<file path="src/rtl/ball_motion_updater.sv">
`default_nettype none
// ============================================================================
//  Module      : ball_motion_updater
//  Description : Owns one ball's position and speed. Once per frame it applies
//                wall-collision results, cue strikes, friction and position
//                integration with table-edge clamping.
//  Revision    : 1.0 - initial release
// ============================================================================
module ball_motion_updater #(
    parameter int RADIUS       = 16,
    parameter int TABLE_WIDTH  = 800,
    parameter int TABLE_HEIGHT = 600,
    parameter int INIT_X       = 200,
    parameter int INIT_Y       = 300,
    parameter int MAX_SPEED    = 31,
    parameter int FRIC_PERIOD  = 4
) (
    input  logic               clk,
    input  logic               reset,
    input  logic               frame_tick,
    input  logic [1:0]         collision,
    input  logic signed [10:0] new_xspeed,
    input  logic signed [10:0] new_yspeed,
    input  logic               cue_hit,
    input  logic signed [10:0] cue_xspeed,
    input  logic signed [10:0] cue_yspeed,
    output logic signed [10:0] x,
    output logic signed [10:0] y,
    output logic signed [10:0] xspeed,
    output logic signed [10:0] yspeed,
    output logic               moving,
    output logic               update_done,
    output logic               overrun
);

    localparam int CNT_W = (FRIC_PERIOD > 1) ? $clog2(FRIC_PERIOD) : 1;

    localparam logic signed [11:0] X_MIN   = 12'(RADIUS);
    localparam logic signed [11:0] X_MAX   = 12'(TABLE_WIDTH - RADIUS);
    localparam logic signed [11:0] Y_MIN   = 12'(RADIUS);
    localparam logic signed [11:0] Y_MAX   = 12'(TABLE_HEIGHT - RADIUS);
    localparam logic signed [10:0] SPD_MAX = 11'(MAX_SPEED);
    localparam logic signed [10:0] SPD_MIN = -11'(MAX_SPEED);
    localparam logic [CNT_W-1:0]   CNT_TOP = CNT_W'(FRIC_PERIOD - 1);

    typedef enum logic [2:0] {
        IDLE = 3'd0,
        COLL = 3'd1,
        FRIC = 3'd2,
        MOVE = 3'd3,
        DONE = 3'd4
    } state_t;

    state_t             state_q, state_d;
    logic signed [10:0] x_q, x_d;
    logic signed [10:0] y_q, y_d;
    logic signed [10:0] xspd_q, xspd_d;
    logic signed [10:0] yspd_q, yspd_d;
    logic [1:0]         coll_q, coll_d;
    logic signed [10:0] nxs_q, nxs_d;
    logic signed [10:0] nys_q, nys_d;
    logic [CNT_W-1:0]   fric_cnt_q, fric_cnt_d;
    logic               update_done_q, update_done_d;
    logic               overrun_q, overrun_d;

    logic               cue_accept;
    logic signed [10:0] fric_xs;
    logic signed [10:0] fric_ys;
    logic signed [11:0] x_sum;
    logic signed [11:0] y_sum;

    function automatic logic signed [10:0] sat_speed(input logic signed [10:0] v);
        if (v > SPD_MAX)
            return SPD_MAX;
        else if (v < SPD_MIN)
            return SPD_MIN;
        else
            return v;
    endfunction

    function automatic logic signed [10:0] toward_zero(input logic signed [10:0] v);
        if (v > 11'sd0)
            return v - 11'sd1;
        else if (v < 11'sd0)
            return v + 11'sd1;
        else
            return v;
    endfunction

    function automatic logic signed [10:0] clamp_pos(input logic signed [11:0] v,
                                                     input logic signed [11:0] lo,
                                                     input logic signed [11:0] hi);
        logic signed [11:0] r;
        if (v < lo)
            r = lo;
        else if (v > hi)
            r = hi;
        else
            r = v;
        return r[10:0];
    endfunction

    assign moving     = (xspd_q != 11'sd0) || (yspd_q != 11'sd0);
    assign cue_accept = (state_q == IDLE) && cue_hit && !moving;

    // Sign-extend to 12 bits so an edge overshoot is seen before clamping.
    assign x_sum = {x_q[10], x_q} + {xspd_q[10], xspd_q};
    assign y_sum = {y_q[10], y_q} + {yspd_q[10], yspd_q};

    always_comb begin
        state_d       = state_q;
        x_d           = x_q;
        y_d           = y_q;
        xspd_d        = xspd_q;
        yspd_d        = yspd_q;
        coll_d        = coll_q;
        nxs_d         = nxs_q;
        nys_d         = nys_q;
        fric_cnt_d    = fric_cnt_q;
        update_done_d = 1'b0;
        overrun_d     = overrun_q | (frame_tick && (state_q != IDLE));
        fric_xs       = xspd_q;
        fric_ys       = yspd_q;

        case (state_q)
            IDLE: begin
                if (cue_accept) begin
                    xspd_d     = sat_speed(cue_xspeed);
                    yspd_d     = sat_speed(cue_yspeed);
                    fric_cnt_d = '0;
                end
                if (frame_tick) begin
                    // Checker data predates a simultaneous strike, so discard it.
                    coll_d  = cue_accept ? 2'b00 : collision;
                    nxs_d   = new_xspeed;
                    nys_d   = new_yspeed;
                    state_d = COLL;
                end
            end
            COLL: begin
                if (coll_q[1])
                    xspd_d = nxs_q;
                if (coll_q[0])
                    yspd_d = nys_q;
                state_d = FRIC;
            end
            FRIC: begin
                if (moving) begin
                    if (fric_cnt_q == CNT_TOP) begin
                        fric_cnt_d = '0;
                        fric_xs    = toward_zero(xspd_q);
                        fric_ys    = toward_zero(yspd_q);
                    end else begin
                        fric_cnt_d = fric_cnt_q + CNT_W'(1);
                    end
                end
                xspd_d  = sat_speed(fric_xs);
                yspd_d  = sat_speed(fric_ys);
                state_d = MOVE;
            end
            MOVE: begin
                x_d           = clamp_pos(x_sum, X_MIN, X_MAX);
                y_d           = clamp_pos(y_sum, Y_MIN, Y_MAX);
                update_done_d = 1'b1;
                state_d       = DONE;
            end
            DONE: begin
                state_d = IDLE;
            end
            default: begin
                state_d = IDLE;
            end
        endcase
    end

    always_ff @(posedge clk or negedge reset) begin
        if (!reset) begin
            state_q       <= IDLE;
            x_q           <= 11'(INIT_X);
            y_q           <= 11'(INIT_Y);
            xspd_q        <= '0;
            yspd_q        <= '0;
            coll_q        <= 2'b00;
            nxs_q         <= '0;
            nys_q         <= '0;
            fric_cnt_q    <= '0;
            update_done_q <= 1'b0;
            overrun_q     <= 1'b0;
        end else begin
            state_q       <= state_d;
            x_q           <= x_d;
            y_q           <= y_d;
            xspd_q        <= xspd_d;
            yspd_q        <= yspd_d;
            coll_q        <= coll_d;
            nxs_q         <= nxs_d;
            nys_q         <= nys_d;
            fric_cnt_q    <= fric_cnt_d;
            update_done_q <= update_done_d;
            overrun_q     <= overrun_d;
        end
    end

    assign x           = x_q;
    assign y           = y_q;
    assign xspeed      = xspd_q;
    assign yspeed      = yspd_q;
    assign update_done = update_done_q;
    assign overrun     = overrun_q;

endmodule
`default_nettype wire
</file>
<file path="config.mk">
export PLATFORM = sky130hd
export DESIGN_NAME = ball_motion_updater
export DESIGN_NICKNAME = d
export VERILOG_FILES = /design/src/rtl/ball_motion_updater.sv
export SDC_FILE = /design/constraint.sdc
export NUM_CORES = 1
export LEC_CHECK = 0
export CAP_MARGIN = 20
export CORE_ASPECT_RATIO = 1.5
export CORE_MARGIN = 3
export CORE_UTILIZATION = 50
export DETAILED_ROUTE_END_ITERATION = 8
export PLACE_DENSITY = 0.89
export SETUP_SLACK_MARGIN = 0.4
export SLEW_MARGIN = 0
export SYNTH_ARGS = -nofsm -noshare
export SYNTH_HDL_FRONTEND = slang
export SYNTH_SLANG_ARGS = --single-unit
</file>
<file path="constraint.sdc">
create_clock -name clk -period 3 [get_ports clk]
set_input_delay 0.6 -clock clk [delete_from_list [all_inputs] [get_ports clk]]
set_output_delay 0.6 -clock clk [all_outputs]
set_load 0.01 [all_outputs]
</file>
; ---- Word-level counts from Yosys, hierarchy flattened
; Index checks and enable logic that the tools add are counted.
[totals]
regBits = 75
input_bits = 50
out_inout_bits = 47
[op_classes]
n_addsub = 7
n_lt_le_gt_ge = 16
n_eq_ne = 9
mux = 36
bitwise_logic = 1
reduce_logical = 15
[op_table]
columns = operator, n
row1 = 11-bit two-way mux, 26
row2 = 11-bit case mux with 3 select lines, 2
row3 = 11-bit by 6-bit greater-than comparator with 1-bit output (second input constant), 4
row4 = 11-bit by 6-bit < comparator with 1-bit output (second input constant), 4
row5 = 11-bit by 11-bit adder with 12-bit output, 2
row6 = 12-bit by 11-bit greater-than comparator with 1-bit output (second input constant), 2
row7 = 12-bit by 6-bit < comparator with 1-bit output (second input constant), 2
row8 = 11-bit by 2-bit adder with 11-bit output (second input constant), 2
row9 = 11-bit by 1-bit greater-than comparator with 1-bit output (second input constant), 2
row10 = 11-bit by 1-bit < comparator with 1-bit output (second input constant), 2
row11 = 11-bit nonzero test, 2
row12 = 11-bit by 2-bit subtractor with 11-bit output (second input constant), 2
row13 = 3-bit case mux with 4 select lines, 1
row14 = 2-bit inequality test (second input constant), 5
row15 = 3-bit AND reduction, 3
row16 = 2-bit two-way mux, 4
row17 = 3-bit by 2-bit == test with 1-bit output (second input constant), 2
row18 = 3-bit nonzero test, 2
row19 = 2-bit case mux with 2 select lines, 1
row20 = 3-bit by 1-bit == test with 1-bit output (second input constant), 1
row21 = 1-bit logical AND, 3
row22 = 3-bit zero test, 1
row23 = 3-bit two-way mux, 1
row24 = 2-bit by 1-bit adder with 2-bit output (second input constant), 1
row25 = 7 further kinds, 7

; ---- Logic depth before layout (Yosys ltp)
[logic_depth]
depth_word = 10
mapped_depth = 12
depth_no_buf = 11

; ---- Worst setup path after synthesis
; No wires, ideal clock.
[synth_path]
path_kind = reg-to-reg
start = register yspd_q[1], in the netlist yspeed[1]
end = register yspd_q[3], in the netlist yspeed[3]
setup_ns = 0.096
arrival_ns = 2.877
required_ns = 2.904
slack_ns = 0.027
stages_incl_launch_ff = 12
path_buffers = 1
period_less_slack_ns = 2.973
path_cell_list = dfrtp_1 > inv_1 > ha_1 > or4b_4 > or3_1 > buf_6 > a41oi_2 > o21ai_1 > a2111oi_2 > and3_1 > o21ai_2 > a311oi_2
[synth_via]
elab_chain_len = 10
elab_cells_between_ends = 20
[synth_rtl]
columns = item, line
row1 = "start, declared", 58  ; logic signed [10:0] yspd_q, yspd_d;
row2 = "start signal, assigned", 194  ; yspd_q <= yspd_d;
row3 = 11-bit by 2-bit adder with 11-bit output / 11-bit by 1-bit < comparator with 1-bit output (equally long branches), "85, 84"
row4 = 11-bit two-way mux, 84  ; else if (v < 11'sd0)
row5 = 11-bit two-way mux, 82  ; if (v > 11'sd0)
row6 = 11-bit two-way mux, 149  ; if (fric_cnt_q == CNT_TOP) begin
row7 = 11-bit two-way mux, 148  ; if (moving) begin
row8 = 11-bit two-way mux, 125  ; case (state_q)
row9 = 11-bit by 6-bit < comparator with 1-bit output, 75  ; else if (v < SPD_MIN)
row10 = 11-bit two-way mux, 75
row11 = 11-bit two-way mux, 73  ; if (v > SPD_MAX)
row12 = 11-bit case mux with 3 select lines, 125
; Several ways; a longest one is shown, not always the timed one. The select of a mux whose other input is x is not followed.
; A chain may end at the register's enable or synchronous reset.

; ---- Final worst setup path
[layout_path]
start = register yspd_q[0], in the netlist yspeed[0]
end = register yspd_q[3], in the netlist yspeed[3]
; Same word-level chain as after synthesis.

==> results by stage <==
Power:
- The leakage power is 3.544 nW.
- The completed layout was analyzed and its total power is 11.15 mW.
- The part of the power in combinational logic is roughly 72%.
- The share of power burned in registers is about 17%.
- The internal power is about 5.8 mW.
- For this design the ratio of total power to cell area is 1300 nW/um2.
- VDD sags by at most 0.0005804 V.
- The clock network fraction of total power is 10.9%.
- Net switching is 47.92% of the power.
- For this design the total switching power over the nets is around 5.3 mW.

Yosys:
- The number of flops mapped to enable cells by yosys is 0.
- The most frequent cell after synthesis is sky130_fd_sc_hd__nor2_1.
- The share of synthesized area in the top cell type comes to 28.84%.
- The total nets after synthesis is 785.
- The main flop type after synthesis is sky130_fd_sc_hd__dfrtp_1.
- The instance count of the mapped netlist is around 700.
- By count the netlist is led by sky130_fd_sc_hd__nor2_1, sky130_fd_sc_hd__dfrtp_1, sky130_fd_sc_hd__nand2_1, sky130_fd_sc_hd__o21ai_0.
- The combined area of all synthesized cells is 5901 um2.
- The synthesis warning total is 0.
- The average instance in the mapped netlist occupies roughly 8.4 um2.
- The largest total area in the synthesized netlist belongs to sky130_fd_sc_hd__dfrtp_1.
- After synthesis the netlist holds a flip-flop and latch count of 75.
- After synthesis, the cell types taking the most area are sky130_fd_sc_hd__dfrtp_1, sky130_fd_sc_hd__ha_1, sky130_fd_sc_hd__o21ai_0.
- The share of synthesized area occupied by flip-flops and latches is between 30% and 40%.
- In this run, distinct cell masters in the synthesized netlist total 77.
- The share of async-settable or async-resettable flops after synthesis is 100.0%.

Detailed routing:
- The detail route stage leaves a number of antenna-violating nets equal to 0.
- The count of vias placed by the detailed router is between 6,000 and 7,000.
- After detailed routing, the number of vias per cell comes to 6.504.
- In the routed design, unresolved DRC markers number 0.
- After the first detailed-routing iteration, the DRC count stood at 679.
- The total wire length is around 20,000 um.
- The final routed wire length divided by cell count is 19.79 um.
- The detailed-routing iteration count for the pre-antenna-repair pass is 5.

Clock tree:
- TritonCTS built the clock tree.
- The number of buffers inserted by hold repair at cts is 0.
- The clock insertion delay at the later pin of the skew report is between 0.3 and 0.4 ns.
- The H-tree generated during clock tree synthesis spans 3 levels.
- Counting along the longest clock path gives a buffer depth of 2.
- After clock tree synthesis, the clock-pin slew on the worst setup and hold paths is 0.07 ns.
- Counting the buffers created by CTS gives 9.
- The cell chosen for the clock root is sky130_fd_sc_hd__clkbuf_16.
- The TritonCTS sink count is 75.

STA:
- Clock skew on the completed layout was measured at 0.008413 ns.
- Dividing the final minimum period by the clock period gives 101.3%.
- The final worst slack is -0.04026 ns.
- The sum of negative setup slack is -0.08693 ns.
- The final number of hold-violating endpoints was 0.
- Setup repair after global routing could not meet its margin everywhere.
- The total count of max-transition violations in the final report came to 0.
- The highest achievable clock rate is ~0.33 GHz.
- Setup violations remaining at the end of the flow were counted as 3.
- At the pin with the least slew margin, the transition time is approximately 0.85 ns.
- The relative max-transition margin is 42.98%.
- The final period demand of the worst path is slightly above 3 ns.

Global route:
- Entering global routing, the biggest net connects 54 pins.
- Global routing used 29.71% of the available tracks.
- The number of antenna violations at the first check in global routing came to 0.
- The via count of the first global-routing pass is approximately 6,600.
- The global-route wire length before repair is 31,500 um.
- The overflow left after global routing is 0.

Job:
- The reported max-cap violation count is 0.

Setup path:
- The sort of element at the end of the critical path is a flip-flop.
- The maximum fanout along the worst path is 5.
- The largest single stage delay on the critical path is ~0.47 ns.
- Data arrives at the worst endpoint at 3.28 ns.
- For the worst setup path, the data required time is 3.24 ns.
- The library cell contributing the largest single delay on the critical path is sky130_fd_sc_hd__or4b_4.
- The worst setup path is launched from a flip-flop.
- The category of the most critical setup path is reg2reg.
- The critical path goes through inv_4 -> ha_4 -> or4b_4 -> or3_4 -> buf_6 -> a41oi_4 -> o21ai_4 -> a2111oi_4 -> and3_4 -> o21ai_4 -> a311oi_2.
- The most numerous cell on the critical path is sky130_fd_sc_hd__o21ai_4.

Floorplan:
- The number of rows in the core area is 48.
- From bottom edge to top edge, the die measures 139.1 um.
- The region available for standard cell placement spans approximately 12,000 um2.
- The number of primary I/O pins is slightly below 100.
- The die is 94.70 um wide.
- For this configuration, the core starts out at a cell density of 51.17%.
- The die covers approximately 13,000 um2.

Final layout:
- The layout has 784 filler cells.
- Across the whole layout, storage elements account for between 1500 and 2000 um2.
- The fraction of final layout cells with drive strength greater than 1 is 28.11%.
- The final net count is between 900 and 1,000.
- Summing all multi-input logic gate instances after layout gives 4337 um2.
- The count of cells in the finished layout, fillers not included, comes to 1,018.
- From synthesis to final layout, the design area changed by 45.40%.
- The number of antenna diodes in the final layout is 0.

Placement:
- Port buffering added 96 buffers.
- The detailed placement HPWL is approximately 13,000 um.
- The placer's final routability congestion estimate is ~0.94.
- The number of placed cells counting well taps is 966.

Run status:
- The flow ran to the end, but the final reports show violations.
- The final reports fail on negative setup slack.

Hold path:
- The worst min-delay path class is in2async.
==> path summary, 6_finish.rpt <==
path	from	endpoint	slack [ns]	cells past startpoint
max	yspeed[0]	yspeed[3]	-0.04	11
max in group asynchronous	reset	xspeed[4]	2.03	2
min reg2reg	overrun	overrun	0.46	1
min	reset	y[4]	0.30	1
min in group clk	overrun	overrun	0.46	1
max reg2reg	yspeed[0]	yspeed[3]	-0.04	11
==> stage by stage <==
step	cell area (um2)	setup WS [ns]	utilization [%]	hold slack, ns
2_1_floorplan	6060	0.1652	-	0.3044
3_3_place_gp	7435	0.07445	64.47	0.4485
3_5_place_dp	7435	-0.005717	64.47	0.4456
4_1_cts	8230	0.03351	71.38	0.3254
5_1_grt	8579	-0.1496	74.40	0.3599
6_report	8579	-0.04026	74.40	0.3015
==> kinds of logic (layout without fill, tap and decap cells) <==
family	Yosys count	after routing	synth area share, %
AO/OA/AOI/OAI	215	215	25.32
XOR/XNOR	24	24	3.562
adder cells (fa/ha/maj)	32	32	7.040
buffers and inverters	76	241	5.238
flip-flops	75	75	31.96
multiplexers	27	27	5.047
AND/OR/NAND/NOR	254	254	21.84
==> flip-flops by register name, indices dropped and copies added, names as in the netlist <==
signal,cells
yspeed,11
update_done,1
x,11
coll_q,2
xspeed,11
y,11
overrun,1
nys_q,11
state_q,3
nxs_q,11
fric_cnt_q,2
==> repair_timing <==
action | CTS | global route
buffers inserted | 23 | 13
setup endpoints to repair | 37 | 43
resized for setup | 60 | 53
pin swaps | 28 | 36
==> critical path: cells and delay by family (launching register included) <==
family	cells	cell delay (ns)
buf+inv	2	0.22
compound gates	5	1.03
flops	1	0.44
simple gates	3	1.09
fa+ha+maj	1	0.13
==> layer usage <==
metal	GRT usage, %	routed length, um	vias up
met5	0	0	-
met4	18.86	1147	0
met3	4.940	1273	105
met2	50.89	10330	372
met1	33.33	7400	3201
li1	-	-	2943
==> placed cells by master, fill, tap and decap left out, drive strengths merged, types with 10 or more instances in the layout <==
cell type      synthesis  layout
buf                   10      96
clkdlybuf4s50          0      94
nor2                  69      69
dfrtp                 68      68
o21ai                 56      56
nand2                 54      54
inv                   35      37
a21oi                 35      35
ha                    30      30
mux2                  22      22
nand3                 21      21
nor3                  18      18
xnor2                 17      17
nand4                 16      16
a21o                  16      16
nor4                  15      15
a211oi                13      13
a22o                  12      12
nor2b                 10      10
==> cell type report <==
type	instances	area share [%]
multi-input combinational	552	50.55
sequential	75	22.02
timing repair buffer	190	19.91
clock buffer	9	2.625
tap	150	2.188
inverter	35	1.560
clock inverter	7	1.152
==> power by group through the flow <==
| stage | combinational [mW] | clock [mW] | sequential, mW |
|---|---|---|---|
| 6_report | 8.05 | 1.22 | 1.89 |
| 5_1_grt | 8.57 | 1.26 | 1.94 |
| 4_1_cts | 7.02 | 1.21 | 1.86 |
| 3_5_place_dp | 6.27 | 0 | 1.87 |
| 3_3_place_gp | 6.11 | 0 | 1.86 |
| 2_1_floorplan | 4.14 | 0 | 1.95 |
Power figures use the tool's default switching activity.
